==> src/rtl/dmem_arbiter.sv <==
// Round-robin arbiter sharing one single-ported data memory between an
// instruction-fetch port (0) and a load/store port (1); all outputs registered.
module dmem_arbiter #(
  parameter int ADDR_W  = 10,
  parameter int DATA_W  = 32,
  parameter int LATENCY = 1
) (
  input  logic                clk,
  input  logic                rst,
  input  logic                p0_req,
  input  logic                p0_we,
  input  logic [ADDR_W-1:0]   p0_addr,
  input  logic [DATA_W-1:0]   p0_wdata,
  input  logic [DATA_W/8-1:0] p0_wstrb,
  output logic                p0_ack,
  output logic [DATA_W-1:0]   p0_rdata,
  input  logic                p1_req,
  input  logic                p1_we,
  input  logic [ADDR_W-1:0]   p1_addr,
  input  logic [DATA_W-1:0]   p1_wdata,
  input  logic [DATA_W/8-1:0] p1_wstrb,
  output logic                p1_ack,
  output logic [DATA_W-1:0]   p1_rdata,
  output logic                mem_en,
  output logic                mem_we,
  output logic [ADDR_W-1:0]   mem_addr,
  output logic [DATA_W-1:0]   mem_wdata,
  output logic [DATA_W/8-1:0] mem_wstrb,
  input  logic [DATA_W-1:0]   mem_rdata,
  output logic                busy,
  output logic                grant_id
);

  localparam int STRB_W = DATA_W / 8;
  localparam int CNT_W  = (LATENCY > 1) ? $clog2(LATENCY) : 1;

  typedef enum logic [1:0] {IDLE, ISSUE, WAIT, ACK} state_t;

  state_t state_reg, state_next;

  logic              last_grant_reg, last_grant_next;
  logic              grant_reg, grant_next;
  logic              we_reg, we_next;
  logic [CNT_W-1:0]  cnt_reg, cnt_next;
  logic              mem_en_reg, mem_en_next;
  logic              mem_we_reg, mem_we_next;
  logic [ADDR_W-1:0] mem_addr_reg, mem_addr_next;
  logic [DATA_W-1:0] mem_wdata_reg, mem_wdata_next;
  logic [STRB_W-1:0] mem_wstrb_reg, mem_wstrb_next;
  logic              busy_reg, busy_next;
  logic [1:0]        ack_next;
  logic [1:0]        capture;
  logic              ack_reg [2];
  logic [DATA_W-1:0] rdata_reg [2];

  logic [1:0]        req_vec;
  logic              cmd_we [2];
  logic [ADDR_W-1:0] cmd_addr [2];
  logic [DATA_W-1:0] cmd_wdata [2];
  logic [STRB_W-1:0] cmd_wstrb [2];
  logic              win;

  assign req_vec      = {p1_req, p0_req};
  assign cmd_we[0]    = p0_we;
  assign cmd_we[1]    = p1_we;
  assign cmd_addr[0]  = p0_addr;
  assign cmd_addr[1]  = p1_addr;
  assign cmd_wdata[0] = p0_wdata;
  assign cmd_wdata[1] = p1_wdata;
  assign cmd_wstrb[0] = p0_wstrb;
  assign cmd_wstrb[1] = p1_wstrb;

  // On a tie the port that did not win last time goes first.
  assign win = (req_vec == 2'b11) ? ~last_grant_reg : req_vec[1];

  always_ff @(posedge clk) begin
    if (rst) state_reg <= IDLE;
    else     state_reg <= state_next;
  end

  always_comb begin
    state_next      = state_reg;
    last_grant_next = last_grant_reg;
    grant_next      = grant_reg;
    we_next         = we_reg;
    cnt_next        = cnt_reg;
    mem_en_next     = 1'b0;
    mem_we_next     = 1'b0;
    mem_wstrb_next  = '0;
    mem_addr_next   = mem_addr_reg;
    mem_wdata_next  = mem_wdata_reg;
    ack_next        = 2'b00;
    capture         = 2'b00;
    case (state_reg)
      IDLE: begin
        if (|req_vec) begin
          grant_next      = win;
          last_grant_next = win;
          we_next         = cmd_we[win];
          // The latched command is presented on the memory side for ISSUE.
          mem_en_next     = 1'b1;
          mem_we_next     = cmd_we[win];
          mem_addr_next   = cmd_addr[win];
          mem_wdata_next  = cmd_wdata[win];
          mem_wstrb_next  = cmd_we[win] ? cmd_wstrb[win] : '0;
          state_next      = ISSUE;
        end
      end
      ISSUE: begin
        if (we_reg) begin
          ack_next[grant_reg] = 1'b1;
          state_next          = ACK;
        end else begin
          cnt_next   = CNT_W'(LATENCY - 1);
          state_next = WAIT;
        end
      end
      WAIT: begin
        if (cnt_reg == '0) begin
          capture[grant_reg]  = 1'b1;
          ack_next[grant_reg] = 1'b1;
          state_next          = ACK;
        end else begin
          cnt_next = cnt_reg - CNT_W'(1);
        end
      end
      ACK: begin
        state_next = IDLE;
      end
      default: begin
        state_next = IDLE;
      end
    endcase
    busy_next = (state_next != IDLE);
  end

  always_ff @(posedge clk) begin
    if (rst) begin
      last_grant_reg <= 1'b1;
      grant_reg      <= 1'b0;
      we_reg         <= 1'b0;
      cnt_reg        <= '0;
      mem_en_reg     <= 1'b0;
      mem_we_reg     <= 1'b0;
      mem_addr_reg   <= '0;
      mem_wdata_reg  <= '0;
      mem_wstrb_reg  <= '0;
      busy_reg       <= 1'b0;
    end else begin
      last_grant_reg <= last_grant_next;
      grant_reg      <= grant_next;
      we_reg         <= we_next;
      cnt_reg        <= cnt_next;
      mem_en_reg     <= mem_en_next;
      mem_we_reg     <= mem_we_next;
      mem_addr_reg   <= mem_addr_next;
      mem_wdata_reg  <= mem_wdata_next;
      mem_wstrb_reg  <= mem_wstrb_next;
      busy_reg       <= busy_next;
    end
  end

  // Per-port response registers; only the granted port ever captures.
  for (genvar gi = 0; gi < 2; gi++) begin : g_port
    always_ff @(posedge clk) begin
      if (rst) begin
        ack_reg[gi]   <= 1'b0;
        rdata_reg[gi] <= '0;
      end else begin
        ack_reg[gi] <= ack_next[gi];
        if (capture[gi]) rdata_reg[gi] <= mem_rdata;
      end
    end
  end

  assign p0_ack    = ack_reg[0];
  assign p1_ack    = ack_reg[1];
  assign p0_rdata  = rdata_reg[0];
  assign p1_rdata  = rdata_reg[1];
  assign mem_en    = mem_en_reg;
  assign mem_we    = mem_we_reg;
  assign mem_addr  = mem_addr_reg;
  assign mem_wdata = mem_wdata_reg;
  assign mem_wstrb = mem_wstrb_reg;
  assign busy      = busy_reg;
  assign grant_id  = grant_reg;

endmodule

==> config.mk <==
export PLATFORM = sky130hd
export DESIGN_NAME = dmem_arbiter
export DESIGN_NICKNAME = d
export VERILOG_FILES = /design/src/rtl/dmem_arbiter.sv
export SDC_FILE = /design/constraint.sdc
export NUM_CORES = 1
export LEC_CHECK = 0
export ABC_CLOCK_PERIOD_IN_PS = 1950
export CELL_PAD_IN_SITES_DETAIL_PLACEMENT = 0
export CELL_PAD_IN_SITES_GLOBAL_PLACEMENT = 2
export CORE_UTILIZATION = 24
export CTS_BUF_LIST = sky130_fd_sc_hd__clkbuf_8
export DETAILED_ROUTE_END_ITERATION = 7
export PLACE_DENSITY = 0.83
export SLEW_MARGIN = 20
export SYNTH_ARGS = -nofsm -noshare
export SYNTH_HDL_FRONTEND = slang
export SYNTH_SLANG_ARGS = --single-unit
==> constraint.sdc <==
create_clock -name clk -period 1.95 [get_ports clk]
set_input_delay 0.195 -clock clk [delete_from_list [all_inputs] [get_ports clk]]
set_output_delay 0.195 -clock clk [all_outputs]
set_load 0.01 [all_outputs]
==> out/metrics.yaml <==
finalSetupViolCount: 0
tns_ns: 0
drt_iter0_markers: 133
syn_nets: 572
cp.arrival_ns: 2.07
overflow: 0
drt_pre_antenna_iters: 4
path_class: "flip-flop to flip-flop"
cts_buffer_depth: 2
avgSynthCellArea_um2: 11.3
post-cts-setup-buffers: 0
rrSetupSlack_ns: 0.22
synth_flop_cell: "edfxtp_1"
vias: 4145
end_kind: "flip-flop"
period_share_pct: 88.9
cp_max_fo: 41
utilization_pct: 40.3
cts.clk_slew.worst_paths_ns: 0.09
final_cells: 963
start_util_pct: 24.5
synthTopCellsByArea: "edfxtp_1, dfxtp_1, and2_1, a211oi_2, a21oi_1"
cts_sinks: 120
numCtsBuffers: 17
power.density_mw_per_mm2: 1190
worstReg2RegEnd: "mem_wdata[4]"
ys_warn_count: 0
fp.dieH_um: 145
synth-edff-count: 64
vdd_drop_max_mv: 0.472
place.gp.congestion: 0.764
h-tree-depth: 4
regArea_mm2: 0.00304
detail_route.wl_per_cell_um: 15.1
grt_pass1_vias: 4387
std_cell_rows: 52
cap_violations: 0
slew_viol_final: 0
core_area_mm2: 0.0202
syn_inst: 438
io_buffers: 245
drive_gt1_share_pct: 10.1
grtUsageTotal_pct: 14.2
avgViaCountPerCell: 4.30
rsz0062_at_grt: "false"
holdBufCountCts: 0
multi_input_area_mm2: 0.00168
die_area_mm2: 0.0211
dp_cells: 931
synth_area_mm2: 0.00493
cts_tree: "built"
insertion_delay_ns: 0.43
power_uw: 9700
ys_seq_area_share_pct: 61.7
fmax_ghz: 0.577
grt_pass1_wl_um: 23400
dieWidth_um: 145
synth_commonest_cells: "and2_1, edfxtp_1, dfxtp_1"
synth.largest_area_cell: "edfxtp_1"
antenna_cells: 0
nFillCells: 1933
synth_cell_type_count: 33
ant_nets: 0
hold_class: "primary input to flip-flop"
drc: 0
place_area_mm2: 0.00769
worstMarginPinSlew_ns: 0.501
antenna_found_initial: 0
post_cts_resized: 0
final-hold-violation-count: 0
boundaryPins: 246
hp-start: "rst"
reg2regPathDepth: 6
area_growth_pct: 64.7
status: "finished, final reports clean"
totalWireLength_um: 14500
critPathLaunchType: "flip-flop"
min_period_ns: 1.73
worst_ep_required_time_ns: 2.29
slew_headroom_pct: 66.6
cts-root-buf: "clkbuf_8"
synth_top_area_share_pct: 39.0
fin_nets: 814
whs_path_depth: 3
min_to: "mem_wdata[24]"
ys_ff_latch: 120
synthArstFlopShare_pct: 0
largest_reg_flops: 64
p_leak_uw: 0.00305
grt_max_degree: 44
final_area_mm2: 0.00812
r2r_start: "state_reg[0]"
hpwl_um: 10200
skew_ns: 0.0116
[critical path, cell delays in order (launching register included)]
cell and delay [ns]:
dfxtp_1 0.34, inv_1 0.11, ha_1 0.36, o21a_2 0.25, buf_12 0.23, nor2_1 0.08
a211oi_1 0.26
[report_power, final]
part           switching (µW)  total (µW)  internal, µW
clock network            1160        2460          1300
registers                 281        3600          3310
logic                    1780        3640          1870
total                    3220        9700          6480
[per-layer routing]
layer / vias up / GRT usage [%] / wire length [µm]
met1: 1929 / 16.7 / 6240
met4: 0 / 4.37 / 182
met5: - / 0 / 0
li1: 2010 / - / -
met2: 192 / 23.4 / 6740
met3: 14 / 6.33 / 1380
[per-stage QoR]
stage	setup WS [ns]	hold slack (ns)
after floorplan	0.220	0.336
after global placement	0.214	0.490
after detailed placement	0.0829	0.491
after CTS	0.185	0.229
after global routing	0.0941	0.250
final	0.216	0.261
[kinds of logic (layout without fill, tap and decap cells)]
| group | Yosys count | count (layout) | synth area share, % |
|---|---|---|---|
| adders and majority gates | 4 | 4 | 1.01 |
| and+or+nand+nor | 175 | 175 | 17.4 |
| AOI/OAI and AO/OA | 100 | 100 | 15.4 |
| buffers and inverters | 39 | 294 | 4.46 |
| DFF | 120 | 120 | 61.7 |
[worst max-delay path by stage]
stage,start,end,cells after the start
2_1_floorplan,rst,rdata_reg[0][0],3
3_3_place_gp,p0_req,mem_wstrb[3],5
4_1_cts,state_reg[0],mem_wdata[4],6
3_5_place_dp,p1_req,mem_wdata[4],5
6_report,state_reg[0],mem_wdata[4],6
5_1_grt,state_reg[0],mem_wdata[4],6
[area by class of cell]
type	instances	area share, %
clock buffers	17	2.88
multi-input cells	279	20.7
clock inverters	15	2.37
flip-flops and latches	120	37.5
inverters	5	0.231
repair buffers	257	32.2
well taps	270	4.16
[cell usage in the layout (no fill, tap or decap), types with 2 or more instances in the layout]
| cell type | n |
|---|---|
| a211oi_1 | 26 |
| a211oi_2 | 20 |
| a21o_1 | 3 |
| a21oi_1 | 43 |
| and2_1 | 64 |
| and3_1 | 2 |
| buf_12 | 6 |
| buf_4 | 6 |
| bufinv_16 | 3 |
| clkbuf_8 | 17 |
| clkdlybuf4s50_1 | 244 |
| clkinv_4 | 2 |
| clkinvlp_4 | 2 |
| dfxtp_1 | 56 |
| edfxtp_1 | 64 |
| ha_1 | 4 |
| inv_1 | 6 |
| inv_6 | 5 |
| inv_8 | 2 |
| nand2_1 | 47 |
| nand3_1 | 4 |
| nor2_1 | 49 |
| nor3_1 | 2 |
| nor3b_2 | 2 |
No activity file was read; power rests on OpenSTA's default activity.
